File: src/rtl/rc5_sched_if.sv
// Requester-side bus of rc5_sched: two request lanes packed side by side,
// one shared response channel with a per-requester valid strobe.
interface rc5_sched_if;
    logic [1:0]   req_valid;
    logic [1:0]   req_ready;
    logic [255:0] req_key;
    logic [9:0]   req_rounds;
    logic [1:0]   req_decrypt;
    logic [63:0]  req_data;
    logic [1:0]   rsp_valid;
    logic [31:0]  rsp_data;
    logic         rsp_err;

    modport master (
        output req_valid, req_key, req_rounds, req_decrypt, req_data,
        input  req_ready, rsp_valid, rsp_data, rsp_err
    );

    modport slave (
        input  req_valid, req_key, req_rounds, req_decrypt, req_data,
        output req_ready, rsp_valid, rsp_data, rsp_err
    );
endinterface

File: src/rtl/rc5_sched.sv
// Round-robin scheduler sharing one rc5 core between two requesters, with a
// key/rounds cache that skips re-expansion and a watchdog on every core wait.
module rc5_sched #(
    parameter int unsigned TIMEOUT = 1023
) (
    input  logic         clk,
    input  logic         rst,
    rc5_sched_if.slave   req,
    output logic [127:0] core_key,
    output logic [4:0]   core_rounds,
    output logic         core_load_key,
    input  logic         core_key_ready,
    output logic         core_start_enc,
    output logic         core_start_dec,
    output logic [31:0]  core_d_in,
    input  logic [31:0]  core_d_out,
    input  logic         core_done
);
    localparam logic [9:0] WD_LIMIT = 10'(TIMEOUT);

    typedef enum logic [2:0] {
        IDLE, LOAD, GAP, WAIT_KEY, START, WAIT_DONE, RESP
    } state_t;

    state_t       state;
    logic         ptr;
    logic         gnt_q;
    logic         dec_q;
    logic         cache_valid;
    logic [127:0] cache_key;
    logic [4:0]   cache_rounds;
    logic [9:0]   wd;

    logic         gnt;
    logic         accept;
    logic         hit;
    logic         sel_dec;
    logic [127:0] sel_key;
    logic [4:0]   sel_rounds;
    logic [31:0]  sel_data;

    // Pointer's requester wins if valid, otherwise the other lane is offered.
    always_comb begin
        gnt        = req.req_valid[ptr] ? ptr : ~ptr;
        sel_key    = gnt ? req.req_key[255:128] : req.req_key[127:0];
        sel_rounds = gnt ? req.req_rounds[9:5]  : req.req_rounds[4:0];
        sel_data   = gnt ? req.req_data[63:32]  : req.req_data[31:0];
        sel_dec    = req.req_decrypt[gnt];
        accept     = (state == IDLE) && req.req_valid[gnt];
        hit        = cache_valid && (sel_key == cache_key) && (sel_rounds == cache_rounds);
    end

    assign req.req_ready = accept ? (gnt ? 2'b10 : 2'b01) : 2'b00;

    always_ff @(posedge clk) begin
        if (rst) begin
            state          <= IDLE;
            ptr            <= 1'b0;
            gnt_q          <= 1'b0;
            dec_q          <= 1'b0;
            cache_valid    <= 1'b0;
            cache_key      <= '0;
            cache_rounds   <= '0;
            wd             <= '0;
            core_key       <= '0;
            core_rounds    <= '0;
            core_d_in      <= '0;
            core_load_key  <= 1'b0;
            core_start_enc <= 1'b0;
            core_start_dec <= 1'b0;
            req.rsp_valid  <= '0;
            req.rsp_data   <= '0;
            req.rsp_err    <= 1'b0;
        end else begin
            core_load_key  <= 1'b0;
            core_start_enc <= 1'b0;
            core_start_dec <= 1'b0;
            req.rsp_valid  <= '0;
            req.rsp_err    <= 1'b0;
            case (state)
                IDLE: begin
                    if (accept) begin
                        gnt_q       <= gnt;
                        ptr         <= ~gnt;
                        dec_q       <= sel_dec;
                        core_key    <= sel_key;
                        core_rounds <= sel_rounds;
                        core_d_in   <= sel_data;
                        if (hit) begin
                            state          <= START;
                            core_start_enc <= ~sel_dec;
                            core_start_dec <= sel_dec;
                        end else begin
                            state         <= LOAD;
                            core_load_key <= 1'b1;
                        end
                    end
                end
                LOAD: state <= GAP;
                GAP: begin
                    state <= WAIT_KEY;
                    wd    <= '0;
                end
                WAIT_KEY: begin
                    if (core_key_ready) begin
                        state          <= START;
                        cache_valid    <= 1'b1;
                        cache_key      <= core_key;
                        cache_rounds   <= core_rounds;
                        core_start_enc <= ~dec_q;
                        core_start_dec <= dec_q;
                    end else if (wd == WD_LIMIT) begin
                        state         <= RESP;
                        cache_valid   <= 1'b0;
                        req.rsp_valid <= gnt_q ? 2'b10 : 2'b01;
                        req.rsp_data  <= '0;
                        req.rsp_err   <= 1'b1;
                    end else begin
                        wd <= wd + 10'd1;
                    end
                end
                START: begin
                    state <= WAIT_DONE;
                    wd    <= '0;
                end
                WAIT_DONE: begin
                    // A done coinciding with the limit still counts as success.
                    if (core_done) begin
                        state         <= RESP;
                        req.rsp_valid <= gnt_q ? 2'b10 : 2'b01;
                        req.rsp_data  <= core_d_out;
                    end else if (wd == WD_LIMIT) begin
                        state         <= RESP;
                        cache_valid   <= 1'b0;
                        req.rsp_valid <= gnt_q ? 2'b10 : 2'b01;
                        req.rsp_data  <= '0;
                        req.rsp_err   <= 1'b1;
                    end else begin
                        wd <= wd + 10'd1;
                    end
                end
                RESP:    state <= IDLE;
                default: state <= IDLE;
            endcase
        end
    end
endmodule

File: src/flat_wrapper.sv
// flat-port wrapper written by rule: the top's interface ports become plain ports
module rc5_sched_flat 
#(
    parameter int unsigned TIMEOUT = 1023
)
  (clk, rst, core_key, core_rounds, core_load_key, core_key_ready, core_start_enc, core_start_dec, core_d_in, core_d_out, core_done, req_req_valid, req_req_key, req_req_rounds, req_req_decrypt, req_req_data, req_req_ready, req_rsp_valid, req_rsp_data, req_rsp_err);
  rc5_sched_if req_i ();
  input  logic clk;
  input  logic rst;
  output logic [127:0] core_key;
  output logic [4:0] core_rounds;
  output logic core_load_key;
  input  logic core_key_ready;
  output logic core_start_enc;
  output logic core_start_dec;
  output logic [31:0] core_d_in;
  input  logic [31:0] core_d_out;
  input  logic core_done;
  input wire logic [$bits(req_i.req_valid)-1:0] req_req_valid;
  input wire logic [$bits(req_i.req_key)-1:0] req_req_key;
  input wire logic [$bits(req_i.req_rounds)-1:0] req_req_rounds;
  input wire logic [$bits(req_i.req_decrypt)-1:0] req_req_decrypt;
  input wire logic [$bits(req_i.req_data)-1:0] req_req_data;
  output wire logic [$bits(req_i.req_ready)-1:0] req_req_ready;
  output wire logic [$bits(req_i.rsp_valid)-1:0] req_rsp_valid;
  output wire logic [$bits(req_i.rsp_data)-1:0] req_rsp_data;
  output wire logic [$bits(req_i.rsp_err)-1:0] req_rsp_err;
  assign req_i.req_valid = req_req_valid;
  assign req_i.req_key = req_req_key;
  assign req_i.req_rounds = req_req_rounds;
  assign req_i.req_decrypt = req_req_decrypt;
  assign req_i.req_data = req_req_data;
  assign req_req_ready = req_i.req_ready;
  assign req_rsp_valid = req_i.rsp_valid;
  assign req_rsp_data = req_i.rsp_data;
  assign req_rsp_err = req_i.rsp_err;
  rc5_sched #(.TIMEOUT(TIMEOUT)) u_core (.clk(clk), .rst(rst), .req(req_i), .core_key(core_key), .core_rounds(core_rounds), .core_load_key(core_load_key), .core_key_ready(core_key_ready), .core_start_enc(core_start_enc), .core_start_dec(core_start_dec), .core_d_in(core_d_in), .core_d_out(core_d_out), .core_done(core_done));
endmodule
File: config.mk
export PLATFORM = sky130hd
export DESIGN_NAME = rc5_sched_flat
export DESIGN_NICKNAME = d
export VERILOG_FILES = /design/src/rtl/rc5_sched_if.sv /design/src/rtl/rc5_sched.sv /design/src/flat_wrapper.sv
export SDC_FILE = /design/constraint.sdc
export NUM_CORES = 1
export LEC_CHECK = 0
export BUFFER_PORTS_ARGS = -buffer_cell sky130_fd_sc_hd__buf_2
export CAP_MARGIN = 20
export CORE_AREA = 2 2 224 226
export CTS_BUF_LIST = sky130_fd_sc_hd__clkbuf_2
export DETAILED_ROUTE_END_ITERATION = 10
export DIE_AREA = 0 0 226 228
export PLACE_DENSITY = 0.7
export SYNTH_ARGS = -nofsm -noshare
export SYNTH_HDL_FRONTEND = slang
export SYNTH_SLANG_ARGS = --single-unit
File: constraint.sdc
create_clock -name clk -period 5 [get_ports clk]
set_clock_uncertainty 0.05 [all_clocks]
set_input_delay 1 -clock clk [delete_from_list [all_inputs] [get_ports clk]]
set_output_delay 1 -clock clk [all_outputs]
set_load 0.01 [all_outputs]
==> impl_summary.txt <==
----------------------------------------------------
[Power]
  Cell internal pwr ... ~5.0 mW
  Power density of the placed cells ... 378.3 mW/mm^2
  Switching share of power ... 40.76%
  Sw power ... approximately 3.4 mW
  Clk network pwr share ... between 20% and 30%
  LEAKAGE ... 9.594 nW
  Worst vdd ir ... around 180 uV
  Power consumption ... 8.451 mW
  Relative contribution of sequential cells to total power ... roughly two fifths
  Combinational group share of total power ... 32.6%

[Placed design]
  Final RePlAce weighted congestion ... 1.024
  Number of input and output port buffers inserted ... 574
  Half-perimeter wire length after placement ... 67570 um
  Worst slack after detailed placement ... 0.4217 ns

[Critical path]
  Crit path kind ... register to output pin
  Endpoint class of the critical path ... output pin
  Startpoint of the most critical register-to-register path ... u_core.ptr$_SDFFE_PP0P_
  CP startpoint kind ... register
  CP Data Arrival Time ... 3.19 ns
  Data required time of the critical path ... 3.95 ns
  Highest net fanout along the worst path ... 68
  RR Endpoint ... u_core.core_start_enc$_SDFF_PP0_
  Depth of the most critical reg-to-reg path ... 10
  R2R setup slack ... 1.19 ns
  Origin of the worst setup path ... u_core.ptr$_SDFFE_PP0P_

[Clock network]
  TritonCTS clock tree ... built
  CTS sink count ... roughly 350
  H-tree levels ... 3
  Number of buffers inserted to repair setup after CTS ... 0
  Root buffer selected by CTS ... clkbuf_2
  Post-CTS clock slew at the launch and capture registers of the worst setup and hold paths ... 0.10 ns
  Source-to-sink clock delay at the later pin of the worst-skew pair ... 1.13 ns
  Cts repair resizes ... 0
  Maximum clock insertion buffer count ... 3
  CTS buffer count ... 99
  Number of hold buffers added after cts ... 71

[Finish]
  Register area ... 0.007067 sq mm
  Fillers ... 4997
  Area Overhead vs Synth ... 29.58%
  Total area of multi-input combinational cells ... 0.009246 sq mm
  Final core occ ... a little under half
  Nets ... 3201
  Share of cells above drive strength 1 ... 27.27%

[Floorplan]
  Die X ... 226 um
  Chip Height ... about 230 um
  Number of placement rows ... 82
  Number of I/O pins ... around 580
  Initial standard-cell utilization of the core ... about a third
  Area enclosed by the die boundary ... 0.05153 sq mm
  Core area ... just under 0.05 sq mm

[Logic synthesis]
  Post-Synthesis Cell Area ... 0.01724 sq mm
  Dominant combinational cell family by area after synthesis ... compound AO/OA/AOI/OAI gates
  Post-synthesis mux area share ... about 3%
  Sequential area share after synthesis ... between 40% and 50%
  Synthesized net count ... around 2600
  Share of async-settable or async-resettable flops after synthesis ... 0%
  Cell types with the largest area share after synthesis ... dfxtp_1 (41%), nand2_1 (9.4%), nor2_1 (5.5%)
  Cell taking the most area after synthesis ... dfxtp_1
  Main flop type after synthesis ... dfxtp_1
  Count of yosys warnings during synthesis ... 0
  Average instance area after synthesis ... 7.819 sq um
  Area fraction in compound gates after synthesis ... between 20% and 30%
  Register bit count reported by yosys ... 353
  Number of synthesized flops with an enable pin ... 0
  Instance count of the mapped netlist ... 2205
  Adder-cell share of the synthesized area ... 0.07257%
  Area share of and/or/nand/nor cells after synthesis ... approximately a quarter
  Area share of the largest cell type after synthesis ... 40.99%
  Yosys cell types ... 80
  Post-Synth XOR/XNOR Area ... 2.540%

[Global route]
  Global-route congestion overflow total ... 0
  Number of global-route vias before repair ... 19185
  Pin count of the biggest net entering global routing ... 176
  Met1 routing resource usage after global routing ... a little over two fifths
  Grt met3 use ... between 10% and 20%
  GRT Overall Usage ... 33.50%
  Number of antenna violations at the first check in global routing ... 17
  Met2 usage ... 50.13%
  Global-route wire length before repair ... 126600 um
  Grt peak-use layer ... met2

[Min path]
  Hold path endpoint ... u_core.core_key[68]$_SDFFE_PP0P_
  Worst hold path type ... input port to register
  Worst Hold Depth ... 3
  Startpoint of the lowest-slack hold path ... req_req_key[196]

[Timing]
  F_max ... approximately 240 MHz
  Share of the cycle needed by the critical path after routing ... 84.72%
  Max Transition Viols Final ... 0
  Final setup TNS ... 0 ns
  Slew at the pin closest to its max-slew limit ... slightly above 1 ns
  # setup viols final ... 0
  Final Hold Violating Endpoints ... 0
  Setup slack of the critical path after layout ... between 0.7 and 0.8 ns
  Setup repair after global routing missed its margin ... no
  Final period demand of the worst path ... 4.236 ns
  Slew Limit Headroom ... 31.96%

[Drt]
  Count of vias placed by the detailed router ... about 20000
  Number of nets with antenna violations after detailed routing ... 0
  Mean routed wirelength per cell ... 24.93 um
  DRT iter0 DRCs ... approximately 2500
  Remaining DRCs ... 0
  Routed vias/inst ... roughly 5.7
  Number of optimization iterations in the first detailed-route pass ... 6
  Routed wire length ... 89340 um

[Status]
  Run status ... finished clean

[Job]
  Number of max-cap violations ... 0

----------------------------------------------------
[kinds of logic (layout without fill, tap and decap cells)]
family	Yosys count	in the layout
and+or+nand+nor	924	924
other	0	4
adders and majority gates	1	1
muxes	51	51
buffers and inverters	226	929
DFF	353	353
AOI/OAI and AO/OA	600	600
xor gates and xnor gates	50	50
[metal layers]
metal	part of all wire, %	vias up
li1	-	9213
met1	39	9476
met2	43	1373
met3	12	264
met4	6.6	28
met5	0.19	-
[registers in the layout (all words and copies together), names as in the netlist]
register and count:
u_core.cache_rounds 5, u_core.wd 10, u_core.core_d_in 32, u_core.core_start_enc 1, u_core.gnt_q 1, u_core.dec_q 1, u_core.state 3, u_core.ptr 1
u_core.req.rsp_err 1, u_core.req.rsp_valid 2, u_core.req.rsp_data 32, u_core.core_rounds 5, u_core.cache_key 128, u_core.core_start_dec 1, u_core.core_load_key 1, u_core.core_key 128
u_core.cache_valid 1
[per-stage QoR]
stage / instances / hold slack, ns / area (sq um)
2_1_floorplan: 2205 / 0.3668 / 17240
3_3_place_gp: 3330 / 0.3928 / 20690
3_5_place_dp: 3330 / 0.4016 / 20690
4_1_cts: 3580 / 0.0001196 / 22330
5_1_grt: 3582 / 0.06440 / 22340
6_report: 3584 / 0.09433 / 22340
[layout make-up]
cell class / count / area share (%)
antenna: 4 / 0.04481
clock buffer: 139 / 3.114
clock inverter: 40 / 1.064
inverter: 67 / 1.126
multi-input combinational: 1626 / 41.39
sequential: 353 / 31.63
tap: 672 / 3.764
timing repair buffer: 683 / 17.87
[how the worst max path moves through the flow]
| stage | to | slack (ns) |
|---|---|---|
| floorplan | req_req_ready[0] | 1.52 |
| global placement | u_core.core_start_dec$_SDFF_PP0_ | 0.52 |
| detailed placement | u_core.state[0]$_SDFFE_PP0P_ | 0.42 |
| CTS | req_req_ready[1] | 0.67 |
| global route | req_req_ready[1] | 0.66 |
| finish | req_req_ready[1] | 0.76 |
[Yosys cell counts, types with 4 or more instances]
cell and count:
a22o_1 13, nand2_1 430, a221oi_1 8, or3_1 10
buf_1 12, and2_1 20, a2111oi_0 15, o21ai_0 31
a22oi_1 39, o211ai_1 4, a2111o_1 5, dfxtp_1 353
buf_2 12, a21oi_1 185, nand4_1 15, and3_1 12
clkbuf_1 117, o221ai_1 11, mux2i_1 50, nor2_1 251
nor4_1 16, o22ai_1 27, or4_1 13, nand2b_1 28
buf_4 9, o2bb2ai_1 8, a222oi_1 6, a211oi_1 84
or2_2 5, nor2b_1 5, inv_1 67, xor2_1 25
nor3_1 27, nand3_1 68, a311oi_1 89, o21ai_1 23
xnor2_1 25, a21o_1 6, buf_6 8, o2111ai_1 13
[power groups by stage]
stage | Combinational (mW) | Clock, mW | Sequential [mW]
after CTS | 2.70 | 2.33 | 3.40
after global routing | 2.92 | 2.46 | 3.45
after floorplan | 1.32 | 0 | 3.53
after detailed placement | 2.62 | 0 | 3.46
final | 2.75 | 2.29 | 3.41
after global placement | 2.61 | 0 | 3.46
[placed cells by master, fill, tap and decap left out, types with 25 or more instances in the layout]
| cell type | n |
|---|---|
| buf_2 | 573 |
| nand2_1 | 430 |
| dfxtp_1 | 353 |
| nor2_1 | 250 |
| a21oi_1 | 185 |
| clkbuf_2 | 139 |
| a311oi_1 | 89 |
| a211oi_1 | 84 |
| dlygate4sd3_1 | 71 |
| nand3_1 | 67 |
| inv_1 | 67 |
| mux2i_1 | 50 |
| a22oi_1 | 39 |
| o21ai_0 | 31 |
| buf_4 | 29 |
| nor3_1 | 27 |
| o22ai_1 | 27 |
| clkinv_1 | 27 |
| nand2b_1 | 26 |
| xnor2_1 | 25 |
| xor2_1 | 25 |
[worst max-delay path, cell delays in order, from the launching register on]
cell	delay, ns
dfxtp_1	0.43
nand2b_2	0.48
nand2_4	0.12
buf_12	0.25
nor2_1	0.50
buf_2	0.24
(Power assumes the default switching activity.)
